File: config.mk
export PLATFORM = sky130hd
export DESIGN_NAME = seg7_4digit_reader
export DESIGN_NICKNAME = d
export VERILOG_FILES = /design/src/rtl/seg7_pkg.sv /design/src/rtl/seg7_digit_decode.sv /design/src/rtl/seg7_4digit_reader.sv
export SDC_FILE = /design/constraint.sdc
export NUM_CORES = 1
export LEC_CHECK = 0
export CAP_MARGIN = 5
export CELL_PAD_IN_SITES_DETAIL_PLACEMENT = 1
export CELL_PAD_IN_SITES_GLOBAL_PLACEMENT = 1
export CORE_MARGIN = 8
export CORE_UTILIZATION = 41
export DETAILED_ROUTE_END_ITERATION = 16
export GPL_TIMING_DRIVEN = 0
export PLACE_DENSITY_LB_ADDON = 0.1
export SETUP_SLACK_MARGIN = 0.02
export SYNTH_ARGS = -nofsm -noshare
export SYNTH_HDL_FRONTEND = slang
export SYNTH_SLANG_ARGS = --single-unit
export TNS_END_PERCENT = 10
File: constraint.sdc
create_clock -name CLK -period 5.6 [get_ports CLK]
set_clock_uncertainty 0.2 [all_clocks]
set_input_delay 1.12 -clock CLK [delete_from_list [all_inputs] [get_ports CLK]]
set_output_delay 1.12 -clock CLK [all_outputs]
set_load 0.05 [all_outputs]
File: src/rtl/seg7_pkg.sv
// seg7_pkg: segment patterns, digit count, reader FSM states and pattern decode
package seg7_pkg;
    localparam int NUM_DIGITS = 4;
    localparam logic [6:0] SEG_0 = 7'b1111110;
    localparam logic [6:0] SEG_1 = 7'b0110000;
    localparam logic [6:0] SEG_2 = 7'b1101101;
    localparam logic [6:0] SEG_3 = 7'b1111001;
    localparam logic [6:0] SEG_4 = 7'b0110011;
    localparam logic [6:0] SEG_5 = 7'b1011011;
    localparam logic [6:0] SEG_6 = 7'b1011111;
    localparam logic [6:0] SEG_7 = 7'b1110000;
    localparam logic [6:0] SEG_8 = 7'b1111111;
    localparam logic [6:0] SEG_9 = 7'b1111011;
    typedef enum logic [1:0] {IDLE, CONV, DONE} state_t;
    function automatic logic [4:0] seg_decode(input logic [6:0] p);
        return p == SEG_0 ? 5'h10 : p == SEG_1 ? 5'h11 : p == SEG_2 ? 5'h12 :
               p == SEG_3 ? 5'h13 : p == SEG_4 ? 5'h14 : p == SEG_5 ? 5'h15 :
               p == SEG_6 ? 5'h16 : p == SEG_7 ? 5'h17 : p == SEG_8 ? 5'h18 :
               p == SEG_9 ? 5'h19 : 5'h00;
    endfunction
endpackage

File: src/rtl/seg7_digit_decode.sv
// seg7_digit_decode: normalized 7-segment pattern to {legal, BCD digit}
module seg7_digit_decode
    import seg7_pkg::*;
(
    input  logic [6:0] seg,
    output logic       legal,
    output logic [3:0] bcd
);
    assign {legal, bcd} = seg_decode(seg);
endmodule

File: src/rtl/seg7_4digit_reader.sv
// seg7_4digit_reader: debounced 4-digit 7-segment reader with BCD-to-binary conversion.
// Define SEG7_READER_ERRCNT_EN to add the saturating ERR_CNT output.
module seg7_4digit_reader
    import seg7_pkg::*;
#(
    parameter int STABLE_CYCLES = 2,
    parameter int ERR_CNT_W     = 8
) (
    input  logic        CLK,
    input  logic        RST,
    input  logic        EN,
    input  logic        LED_type_ctl,
    input  logic [6:0]  LED1,
    input  logic [6:0]  LED2,
    input  logic [6:0]  LED3,
    input  logic [6:0]  LED4,
    output logic [15:0] BCD,
    output logic [13:0] BIN,
    output logic        VALID,
    output logic        ERR,
    output logic        BUSY
`ifdef SEG7_READER_ERRCNT_EN
    ,
    output logic [ERR_CNT_W-1:0] ERR_CNT
`endif
);
    if (STABLE_CYCLES < 1 || STABLE_CYCLES > 15 || ERR_CNT_W < 1) begin : g_bad_cfg
        $error("seg7_4digit_reader: STABLE_CYCLES must be 1..15 and ERR_CNT_W >= 1");
    end

    logic [27:0] raw, smp, smp_nxt, hold, hold_nxt;
    logic [3:0]  cnt, cnt_nxt;
    logic [3:0]  dig [NUM_DIGITS];
    logic [NUM_DIGITS-1:0] legal;
    logic [1:0]  step;
    logic [13:0] acc, acc_nxt;
    logic        seen, seen_nxt, accepted, accept, word_legal;
    state_t      state, state_nxt;

    assign raw      = {LED4, LED3, LED2, LED1} ^ {28{LED_type_ctl}};
    assign smp_nxt  = EN ? raw : smp;
    // the reset value of S is not a real sample, so it never counts as a match
    assign cnt_nxt  = !EN ? cnt : (!seen || raw != smp) ? 4'd0 :
                      cnt == 4'(STABLE_CYCLES) ? cnt : cnt + 4'd1;
    assign seen_nxt = seen | EN;
    assign accept   = state == IDLE && seen_nxt && cnt_nxt >= 4'(STABLE_CYCLES - 1) &&
                      (!accepted || smp_nxt != hold);
    assign hold_nxt = accept ? smp_nxt : hold;
    assign word_legal = &legal;
    assign acc_nxt  = (acc << 3) + (acc << 1) + {10'd0, dig[3 - step]};
    assign BUSY     = state != IDLE;

    for (genvar i = 0; i < NUM_DIGITS; i++) begin : g_dec
        seg7_digit_decode u_dec (
            .seg   (hold_nxt[7*i +: 7]),
            .legal (legal[i]),
            .bcd   (dig[i])
        );
    end

    always_comb begin
        state_nxt = IDLE;
        state_nxt = state == IDLE ? ((accept && word_legal) ? CONV : IDLE) :
                    state == CONV ? (step == 2'd3 ? DONE : CONV) : IDLE;
    end

    always_ff @(posedge CLK or posedge RST) begin
        if (RST) begin
            smp      <= '0;
            cnt      <= '0;
            seen     <= 1'b0;
            hold     <= '0;
            accepted <= 1'b0;
            state    <= IDLE;
            step     <= '0;
            acc      <= '0;
            BIN      <= '0;
            BCD      <= '0;
            VALID    <= 1'b0;
            ERR      <= 1'b0;
        end else begin
            smp      <= smp_nxt;
            cnt      <= cnt_nxt;
            seen     <= seen_nxt;
            hold     <= hold_nxt;
            accepted <= accepted | accept;
            state    <= state_nxt;
            step     <= state == CONV ? step + 2'd1 : 2'd0;
            acc      <= state == CONV ? acc_nxt : 14'd0;
            VALID    <= state == CONV && step == 2'd3;
            ERR      <= accept && !word_legal;
            if (state == CONV && step == 2'd3) begin
                BIN <= acc_nxt;
                BCD <= {dig[3], dig[2], dig[1], dig[0]};
            end
        end
    end

`ifdef SEG7_READER_ERRCNT_EN
    always_ff @(posedge CLK or posedge RST) begin
        if (RST)
            ERR_CNT <= '0;
        else if (ERR && !(&ERR_CNT))
            ERR_CNT <= ERR_CNT + 1'b1;
    end
`endif
endmodule

==> metrics.md, run 1 <==
| Metric | Value |
|---|---|
| Vias | `slightly above 7000` |
| Post-synth EDFFs | `0` |
| Run status | `finished, violations left` |
| CTS Root Cell | `clkbuf_16` |
| Peak VDD IR | `about 140 uV` |
| Grt ovf | `0` |
| Synthesized Nets | `969` |
| CTS H-tree depth | `3` |
| Core Rows | `50` |
| Largest net degree at the start of global routing | `63` |
| Worst R2R End | `acc[12]` |
| Number of global-route vias before repair | `7517` |
| Setup crit end kind | `flip-flop` |
| Final Setup Violations | `11` |
| Initial antenna violation count | `0` |
| Largest area contributor in the netlist | `dfrtp_1` |
| TritonCTS clock tree | `done` |
| DIE HEIGHT | `approximately 150 um` |
| Synth top area cells | `dfrtp_1 (36%), xnor2_1 (7.5%), nand2_1 (6.9%), xor2_1 (5.8%), ha_1 (4.1%)` |
| Overall die area | `around 23000 um^2` |
| Crit-path slowest cell | `or4_4` |
| Final period util | `112%` |
| Worst Path Required | `5.65 ns` |
| CP Buf/Inv Count | `4` |
| Share of layout cells above drive strength 1 | `20.4%` |
| Crit path max-delay family | `compound AO/OA/AOI/OAI gates` |
| Tmin final | `6.27 ns` |
| CP arrival | `6.32 ns` |
| FFs w/ async S/R, synth | `100%` |
| Finished Cell Area | `9980 um^2` |
| RePlAce Congestion | `0.929` |
| Post-Place Cell Area | `8700 um^2` |
| Fill cells | `2132` |
| CP Max Fanout | `6` |
| Final hold vios | `0` |
| Mean area per synthesized cell | `8.47 um^2` |
| Slew Viols, Final | `0` |
| Synthesis-stage register bit count | `111` |
| Clock sink count | `111` |
| Cell Count Post-Placement | `1206` |
| Max-slew headroom | `50.1%` |
| R2R depth | `25` |
| CTS Hold Bufs | `0` |
| Initial Util | `41.5%` |
| Area Overhead vs Synth | `29.5%` |
| Final WS setup | `-0.672 ns` |
| Core box area | `about 19000 um^2` |
| Layout Nets | `1077` |
| IO Port Bufs | `61` |
| HP Class | `flip-flop to flip-flop` |
| Min-delay src | `accepted` |
| Hold WS | `0.281 ns` |
| CP peak stage delay | `0.58 ns` |
| Max-cap viol count | `0` |
| Detail Placement HPWL | `20000 um` |
| Placement Setup Slack | `-2.20 ns` |
| Synth Cell Area | `7700 um^2` |
| Post-synth top flop | `dfrtp_1` |
| RSZ-0062 raised after global routing | `yes` |
| Routed WL | `about 28000 um` |
| Clock slew at reported path FFs | `approximately 0.08 ns` |
| Register area share after synthesis | `a little over a third` |
| Clk_lat worst skew | `0.38 ns` |
| TritonRoute pass-1 iters | `5` |
| Util after Layout | `between 50% and 60%` |
| Commonest cells after routing, fill and taps aside | `nand2_1 (141), dfrtp_1 (110), nor2_1 (82)` |
| First-pass GRT wire length | `approximately 43000 um` |
| CP Class | `primary input to flip-flop` |
| Flop2flop setup slack | `-0.55 ns` |
| Final cell count without fillers | `1257` |
| # diodes | `0` |
| Count of cell types in the netlist | `slightly below 80` |
| I/O Pins | `65` |
| Commonest non-fill, non-tap cell in the layout | `nand2_1` |
| Power Density | `235 nW/um^2` |
| ANT nets after route | `0` |
| Drt wl/cell | `22.4 um` |
| Worst-Margin Slew | `0.749 ns` |
| Iter 0 DRT Violations | `345` |
| Cts bufs inserted | `9` |
| DRC viols | `0` |
| Fmax | `159 MHz` |
| Vias per cell | `5.77` |
| Startpoint Class | `primary input` |
| Ys Warns | `0` |
| Yosys top cell area share | `36.1%` |
| Longest Clk Path Bufs | `2` |
| Hold path endpoint | `accepted` |
| Failing checks | `setup timing` |
| Cells after Synth | `910` |
| Die W | `roughly 150 um` |
| Min-Delay Path Depth | `1` |
| Global Route Usage Sum | `between 20% and 30%` |
| P_leak | `between 4 and 5 nW` |
| Reg2Reg Launch Point | `hold[8]` |
worst register-to-register path, stage by stage, from the launching register on:
cell and delay (ns):
dfrtp_1 0.36, buf_2 0.17, xor2_1 0.19, nor4_2 0.35
a21oi_2 0.14, or4_4 0.61, o41ai_4 0.40, a211oi_4 0.13
buf_6 0.17, nor4b_4 0.29, a31oi_2 0.09, mux4_2 0.52
fa_2 0.50, buf_6 0.14, fa_2 0.33, nor2b_1 0.12
o21ai_1 0.09, a21boi_1 0.16, o21ai_1 0.10, a21boi_1 0.17
o21ai_1 0.10, a21oi_1 0.22, o21a_1 0.18, o21a_1 0.17
buf_6 0.11, nor3_4 0.03
routing by layer:
layer	part of all wire, %	routed length, um	track usage [%]
met1	45	12700	31.1
met2	46	13000	36.9
met3	5.1	1430	4.60
met4	3.7	1040	10.3
met5	0	0	0
synth_stat cells (9+ instances only):
cell type and count:
o21ai_1 17, a21o_1 14, nand3_1 17, o22ai_1 11
nor2_1 83, clkbuf_1 32, nand2_1 141, nor3_1 21
xor2_1 51, xnor2_1 66, o21ai_0 41, buf_2 10
ha_1 25, nor4_1 9, nand4_1 19, inv_1 40
dfrtp_1 111, a21oi_1 39
metrics by stage:
step,TNS [ns],power (mW)
2_1_floorplan,-2.75,1.33
3_3_place_gp,-100.51,1.53
3_5_place_dp,-33.07,1.54
4_1_cts,-5.31,2.33
5_1_grt,-10.89,2.45
6_report,-4.94,2.35
cell type report:
| type | instances | area (um^2) | share of cell area [%] |
|---|---|---|---|
| clock buffer | 9 | 225 | 2.26 |
| timing repair buffer | 99 | 897 | 8.99 |
| multi-input combinational | 701 | 5200 | 52.1 |
| buffer | 52 | 303 | 3.03 |
| tap | 234 | 293 | 2.93 |
| sequential | 111 | 2780 | 27.8 |
| clock inverter | 7 | 110 | 1.10 |
| inverter | 44 | 173 | 1.73 |
report_power, final:
group | internal (mW) | switching (mW)
clock network | 0.368 | 0.372
logic | 0.242 | 0.437
registers | 0.863 | 0.0651
total | 1.47 | 0.874
kinds of logic (layout without fill, tap and decap cells):
kind of cell             count (synthesis)  in the layout  synth area share, %
buffers and inverters                   98            211                 5.54
multiplexers                            15             15                 2.37
AND/OR/NAND/NOR                        344            344                 21.0
AO/OA/AOI/OAI                          197            197                 16.9
flip-flops                             111            111                 36.1
adder cells (fa/ha/maj)                 27             27                 4.58
XOR/XNOR                               118            118                 13.5
state kept, by name, summed over array words and instances, names as in the netlist:
signal / flops
BIN: 14
seen: 1
smp: 28
VALID: 1
cnt: 4
accepted: 1
step: 2
state: 2
acc: 13
ERR: 1
hold: 28
BCD: 16
timing repair:
action,in CTS,in global routing
pin swaps,50,37
buffers inserted,31,6
endpoints found under the setup margin,21,17
resized for setup,157,47
endpoints found under the hold margin,0,0
gates cloned,1,0
worst max-delay path by stage:
stage               cells past startpoint      end    startpoint  slack (ns)
finish                                 25  acc[12]  LED_type_ctl       -0.67
floorplan                              24  BIN[13]  LED_type_ctl       -0.51
detailed placement                     24  BIN[13]            EN       -2.20
global placement                       24  BIN[13]            EN       -2.08
global route                           26  acc[12]       LED3[2]       -1.08
CTS                                    25  BIN[13]  LED_type_ctl       -0.69
(Power assumes the default switching activity.)
==> inputs of run 2 (changes only) <==
--- a/config.mk
+++ b/config.mk
@@ -13,6 +13,7 @@
 export DETAILED_ROUTE_END_ITERATION = 16
 export GPL_TIMING_DRIVEN = 0
 export PLACE_DENSITY_LB_ADDON = 0.1
+export REMOVE_ABC_BUFFERS = 1
 export SETUP_SLACK_MARGIN = 0.02
 export SYNTH_ARGS = -nofsm -noshare
 export SYNTH_HDL_FRONTEND = slang
==> run 2 against run 1 <==
Effect of this change:
- the run still ends with setup timing left
- combinational power down 7.5%
- critical path depth rose by 1
- flip-flop and latch count unchanged
- first-iteration DRC count up 41%
- clock power shrank 12%
- die area unchanged
- largest cell class unchanged
==> metrics.md, run 2 (synthesized netlist as in run 1, its figures left out) <==
| Metric | Value |
|---|---|
| Run status | `finished, violations left (unchanged)` |
| Failing checks | `setup timing (unchanged)` |
| Cts bufs inserted | `9 (unchanged)` |
| ANT nets after route | `0 (unchanged)` |
| Drt wl/cell | `22.2 um (was 22.4 um)` |
| Worst R2R End | `BIN[13] (was acc[12])` |
| Setup crit end kind | `flip-flop (unchanged)` |
| R2R depth | `25 (unchanged)` |
| Min-Delay Path Depth | `2 (was 1)` |
| Detail Placement HPWL | `18800 um (was 20000 um)` |
| Clock sink count | `111 (unchanged)` |
| Vias | `7195 (was 7249)` |
| Tmin final | `6.70 ns (was 6.27 ns)` |
| Initial Util | `41.5% (unchanged)` |
| Startpoint Class | `primary input (unchanged)` |
| Share of layout cells above drive strength 1 | `16.5% (was 20.4%)` |
| Max-cap viol count | `0 (unchanged)` |
| CTS H-tree depth | `3 (unchanged)` |
| Power Density | `231 nW/um^2 (was 235 nW/um^2)` |
| Peak VDD IR | `132 uV (was 143 uV)` |
| Routed WL | `27100 um (was 28200 um)` |
| Final WS setup | `-1.10 ns (was -0.672 ns)` |
| CP arrival | `6.73 ns (was 6.32 ns)` |
| Min-delay src | `BIN[5] (was accepted)` |
| Clock slew at reported path FFs | `0.08 ns (about the same)` |
| DRC viols | `0 (unchanged)` |
| CTS Root Cell | `clkbuf_16 (unchanged)` |
| CP peak stage delay | `0.54 ns (was 0.58 ns)` |
| Initial antenna violation count | `0 (unchanged)` |
| Vias per cell | `5.89 (was 5.77)` |
| Regs by FF count | `hold: 28 flops, smp: 28 flops, BCD: 16 flops (unchanged)` |
| Util after Layout | `51.6% (was 53.7%)` |
| Area Overhead vs Synth | `24.5% (was 29.5%)` |
| Fmax | `149 MHz (was 159 MHz)` |
| Core Rows | `50 (unchanged)` |
| Clk_lat worst skew | `0.37 ns (was 0.38 ns)` |
| # diodes | `0 (unchanged)` |
| IO Port Bufs | `64 (was 61)` |
| P_leak | `4.18 nW (was 4.25 nW)` |
| Max-slew headroom | `35.3% (was 50.1%)` |
| Final Setup Violations | `20 (was 11)` |
| Slew Viols, Final | `0 (unchanged)` |
| Grt ovf | `0 (unchanged)` |
| Largest net degree at the start of global routing | `91 (was 63)` |
| TritonRoute pass-1 iters | `5 (unchanged)` |
| CP Class | `primary input to flip-flop (unchanged)` |
| DIE HEIGHT | `153 um (unchanged)` |
| Commonest non-fill, non-tap cell in the layout | `nand2_1 (unchanged)` |
| CTS Hold Bufs | `0 (unchanged)` |
| Die W | `153 um (unchanged)` |
| Crit-path slowest cell | `fa_1 (was or4_4)` |
| RePlAce Congestion | `0.900 (was 0.929)` |
| Most used cell, CP | `a21oi_2` |
| Final period util | `120% (was 112%)` |
| Iter 0 DRT Violations | `488 (was 345)` |
| Longest Clk Path Bufs | `2 (unchanged)` |
| First-pass GRT wire length | `43500 um (was 43300 um)` |
| Hold path endpoint | `BIN[5] (was accepted)` |
| Final Total Pwr | `2.22 mW (was 2.35 mW)` |
| Number of global-route vias before repair | `7668 (was 7517)` |
| Core box area | `18600 um^2 (unchanged)` |
| Layout Nets | `1043 (was 1077)` |
| Worst-Margin Slew | `0.968 ns (was 0.749 ns)` |
| TritonCTS clock tree | `done (unchanged)` |
| Final cell count without fillers | `1222 (was 1257)` |
| Cell Count Post-Placement | `1160 (was 1206)` |
| CP Max Fanout | `6 (unchanged)` |
| Global Route Usage Sum | `23.4% (was 23.6%)` |
| Final hold vios | `0 (unchanged)` |
| Flop2flop setup slack | `-0.70 ns (was -0.55 ns)` |
| Overall die area | `23400 um^2 (unchanged)` |
| Reg2Reg Launch Point | `smp[15] (was hold[8])` |
| Worst Path Required | `5.62 ns (was 5.65 ns)` |
| HP Class | `flip-flop to flip-flop (unchanged)` |
| RSZ-0062 raised after global routing | `yes (unchanged)` |
| Commonest cells after routing, fill and taps aside | `nand2_1 (139), dfrtp_1 (111), nor2_1 (83) (was nand2_1 (141), dfrtp_1 (110), nor2_1 (82))` |
| I/O Pins | `65 (unchanged)` |
## run 2: cell types whose count changed in the layout (fill, tap and decap cells not counted), moves of 7 or more
cell      before  now
xor2_2        14    5
a21oi_1       24   34
a21oi_2       17   10
o21ai_1       26   18
clkbuf_2       8    1
xor2_1        35   46
clkbuf_1      28    0
## run 2: area by class of cell
type                       count  area [um^2]
timing repair buffer         116         1220
tap                          234          293
timing repair inverter         1         5.00
multi-input combinational    701         4850
fill                        2139         8980
sequential                   111         2780
inverter                      44          174
clock inverter                 6         52.6
clock buffer                   9          225
## run 2: what timing repair did
item / 4_1_cts / 5_1_grt
setup buffers: 32 / 12
cloned: 5 / 0
gates resized for setup: 122 / 23
pin swaps: 39 / 28
setup endpoints to repair: 27 / 21
## run 2: power by group
group          internal, mW  total [mW]  switching [mW]
clock network         0.308       0.649           0.341
registers             0.863       0.942          0.0798
logic                 0.230       0.628           0.398
total                  1.40        2.22           0.819
## run 2: how the worst max path moves through the flow
stage / startpoint / to / slack, ns / cells after the start
after CTS: LED_type_ctl / BIN[13] / -1.08 / 26
after floorplan: LED3[1] / BIN[13] / -3.29 / 23
after global routing: LED_type_ctl / BIN[13] / -1.30 / 26
final: LED_type_ctl / BIN[13] / -1.10 / 26
after detailed placement: LED2[0] / BIN[13] / -3.68 / 26
after global placement: LED_type_ctl / BIN[13] / -8.55 / 24
## run 2: worst max-delay path, delay by kind of cell
kind	cells	cell delay, ns
multiplexers	1	0.49
adder cells (fa/ha/maj)	2	0.75
buffers and inverters	6	0.80
XOR/XNOR	1	0.16
AND/OR/NAND/NOR	1	0.34
AO/OA/AOI/OAI	15	3.06
## run 2: stage by stage
stage	area [um^2]	setup slack (ns)	setup TNS, ns	hold slack (ns)
2_1_floorplan	7440	-3.29	-61.34	0.226
3_3_place_gp	8380	-8.55	-444.30	0.242
3_5_place_dp	8520	-3.68	-65.58	0.259
4_1_cts	9480	-1.08	-10.81	0.277
5_1_grt	9600	-1.30	-17.14	0.313
6_report	9600	-1.10	-13.89	0.286
## run 2: metal layers
layer | vias up | GRT usage (%) | part of all wire (%)
li1 | 3298 | - | -
met5 | - | 0 | 0
met2 | 223 | 37.3 | 47
met4 | 0 | 8.48 | 2.3
met1 | 3628 | 31.4 | 44
met3 | 46 | 4.00 | 6.4
==> inputs of run 3 (changes only) <==
--- a/config.mk
+++ b/config.mk
@@ -18,4 +18,3 @@
 export SYNTH_ARGS = -nofsm -noshare
 export SYNTH_HDL_FRONTEND = slang
 export SYNTH_SLANG_ARGS = --single-unit
-export TNS_END_PERCENT = 10
==> constraint.sdc (replaced) <==
create_clock -name CLK -period 6 [get_ports CLK]
set_clock_uncertainty 0.2 [all_clocks]
set_input_delay 1.2 -clock CLK [delete_from_list [all_inputs] [get_ports CLK]]
set_output_delay 1.2 -clock CLK [all_outputs]
set_load 0.05 [all_outputs]
==> run 3 against run 2 <==
Effect of this change:
- the flow still finishes with violations (setup timing)
- critical path depth is the same
- combinational power decreased by 6.4%
- sequential share of layout area fell by 0.37 points
- global-route usage increased by 0.29 points
- non-clock buffer count up 3
- core utilization is 0.66 points higher
==> metrics.md, run 3 (synthesized netlist as in run 1, its figures left out) <==
| Metric | Value |
|---|---|
| Run status | `finished, violations left (unchanged)` |
| Failing checks | `setup timing (unchanged)` |
| Crit-path slowest cell | `fa_1 (unchanged)` |
| Finished Cell Area | `9720 um^2 (was 9600 um^2)` |
| CP Buf/Inv Count | `6 (unchanged)` |
| Levels on crit path | `26 (unchanged)` |
| Longest Clk Path Bufs | `2 (unchanged)` |
| Setup TNS | `-7.81 ns (was -13.89 ns)` |
| Clock sink count | `111 (unchanged)` |
| Detail Placement HPWL | `18800 um (unchanged)` |
| HP Class | `flip-flop to flip-flop (unchanged)` |
| Final period util | `113%` |
| IO Port Bufs | `64 (unchanged)` |
| Post-Place Cell Area | `8520 um^2 (unchanged)` |
| Placement Setup Slack | `-3.36 ns (was -3.68 ns)` |
| Global Route Usage Sum | `23.7% (was 23.4%)` |
| Fill cells | `2142 (was 2139)` |
| Grt ovf | `0 (unchanged)` |
| Core box area | `18600 um^2 (unchanged)` |
| Hold WS | `0.284 ns (was 0.286 ns)` |
| R2R depth | `25 (unchanged)` |
| Core Rows | `50 (unchanged)` |
| CP arrival | `6.78 ns (was 6.73 ns)` |
| Area occupied by multi-input gates | `4880 um^2 (was 4850 um^2)` |
| Fmax | `148 MHz` |
| Regs by FF count | `hold: 28 flops, smp: 28 flops, BCD: 16 flops (unchanged)` |
| First-pass GRT wire length | `44000 um (was 43500 um)` |
| Setup crit end kind | `flip-flop (unchanged)` |
| # diodes | `0 (unchanged)` |
| Vias | `7257 (was 7195)` |
| Final cell count without fillers | `1225 (was 1222)` |
| Peak VDD IR | `123 uV (was 132 uV)` |
| Die W | `153 um (unchanged)` |
| Iter 0 DRT Violations | `482 (was 488)` |
| DRC viols | `0 (unchanged)` |
| ANT nets after route | `0 (unchanged)` |
| Commonest non-fill, non-tap cell in the layout | `nand2_1 (unchanged)` |
| Seq. cell area | `2780 um^2 (unchanged)` |
| CTS H-tree depth | `3 (unchanged)` |
| TritonRoute pass-1 iters | `5 (unchanged)` |
| Crit path max-delay family | `compound AO/OA/AOI/OAI gates (unchanged)` |
| Final Setup Violations | `15 (was 20)` |
| RePlAce Congestion | `0.900 (unchanged)` |
| Most used cell, CP | `a21oi_2 (unchanged)` |
| Startpoint Class | `primary input (unchanged)` |
| TritonCTS clock tree | `done (unchanged)` |
| Overall die area | `23400 um^2 (unchanged)` |
| Max-slew headroom | `36.3% (was 35.3%)` |
| DIE HEIGHT | `153 um (unchanged)` |
| Number of global-route vias before repair | `7755 (was 7668)` |
| CP peak stage delay | `0.52 ns (was 0.54 ns)` |
| Initial Util | `41.5% (unchanged)` |
| Routed WL | `27600 um (was 27100 um)` |
| Final hold vios | `0 (unchanged)` |
| Tmin final | `6.76 ns` |
| Clock slew at reported path FFs | `0.08 ns (about the same)` |
| Drt wl/cell | `22.5 um (was 22.2 um)` |
| Worst Path Required | `6.03 ns (was 5.62 ns)` |
| Min-Delay Path Depth | `2 (unchanged)` |
| Worst-Margin Slew | `0.952 ns (was 0.968 ns)` |
| Layout Nets | `1046 (was 1043)` |
| Largest net degree at the start of global routing | `91 (unchanged)` |
| Initial antenna violation count | `0 (unchanged)` |
| Slew Viols, Final | `0 (unchanged)` |
| Max-cap viol count | `0 (unchanged)` |
| CP Class | `primary input to flip-flop (unchanged)` |
| RSZ-0062 raised after global routing | `yes (unchanged)` |
| Cell Count Post-Placement | `1160 (unchanged)` |
| I/O Pins | `65 (unchanged)` |
| Power Density | `213 nW/um^2 (was 231 nW/um^2)` |
| Vias per cell | `5.92 (was 5.89)` |
| P_leak | `4.22 nW (was 4.18 nW)` |
| Final WS setup | `-0.758 ns (was -1.10 ns)` |
| Cts bufs inserted | `9 (unchanged)` |
| Share of layout cells above drive strength 1 | `17.1% (was 16.5%)` |
| Area Overhead vs Synth | `26.1% (was 24.5%)` |
| Commonest cells after routing, fill and taps aside | `nand2_1 (140), dfrtp_1 (111), nor2_1 (83) (was nand2_1 (139), dfrtp_1 (111), nor2_1 (83))` |
| CTS Root Cell | `clkbuf_16 (unchanged)` |
| Clk_lat worst skew | `0.37 ns (about the same)` |
| CP Max Fanout | `6 (unchanged)` |
run 3: power by group:
| group | internal (mW) | total [mW] | leakage, nW | switching, mW |
|---|---|---|---|---|
| Clock | 0.287 | 0.603 | 0.130 | 0.316 |
| Combinational | 0.215 | 0.588 | 2.67 | 0.373 |
| Sequential | 0.805 | 0.880 | 1.42 | 0.0747 |
run 3: timing repair:
action / 4_1_cts / 5_1_grt
resized for setup: 129 / 24
setup endpoints to repair: 25 / 18
buffers inserted: 39 / 8
hold buffers: 0 / 0
cloned: 6 / 0
pin swaps: 42 / 28
run 3: final timing paths:
path                              startpoint  slack [ns]        to
worst min register to register        BIN[5]        0.28    BIN[5]
min in group asynchronous                RST        0.94   BIN[13]
worst max-delay path            LED_type_ctl       -0.76   BIN[13]
worst min-delay path                  BIN[5]        0.28    BIN[5]
worst max register to register       smp[15]       -0.28   BIN[13]
max in group asynchronous                RST        3.92  hold[15]
run 3: worst min-delay path, stage by stage (launching register included):
cell	delay, ns
dfrtp_1	0.35
nand2_1	0.05
o21ai_0	0.06
run 3: stage by stage:
| step | utilization [%] | total power, mW |
|---|---|---|
| floorplan | - | 1.21 |
| global placement | 45.1 | 1.40 |
| detailed placement | 45.9 | 1.43 |
| CTS | 51.6 | 2.07 |
| global route | 52.3 | 2.16 |
| finish | 52.3 | 2.07 |
run 3: cell type report:
cell class              instances  area share (%)
repair buffers                119            13.4
well taps                     234            3.01
clock buffers                   9            2.32
flip-flops and latches        111            28.6
inverters                      44            1.79
clock inverters                 6           0.541
repair inverters                1          0.0515
multi-input cells             701            50.3
run 3: per-layer routing:
layer | global-route usage [%] | vias up | share of wire (%)
met2 | 37.9 | 213 | 47
met1 | 31.7 | 3693 | 45
met5 | 0 | - | 0
met4 | 8.77 | 0 | 2.6
li1 | - | 3304 | -
met3 | 3.83 | 47 | 5.4
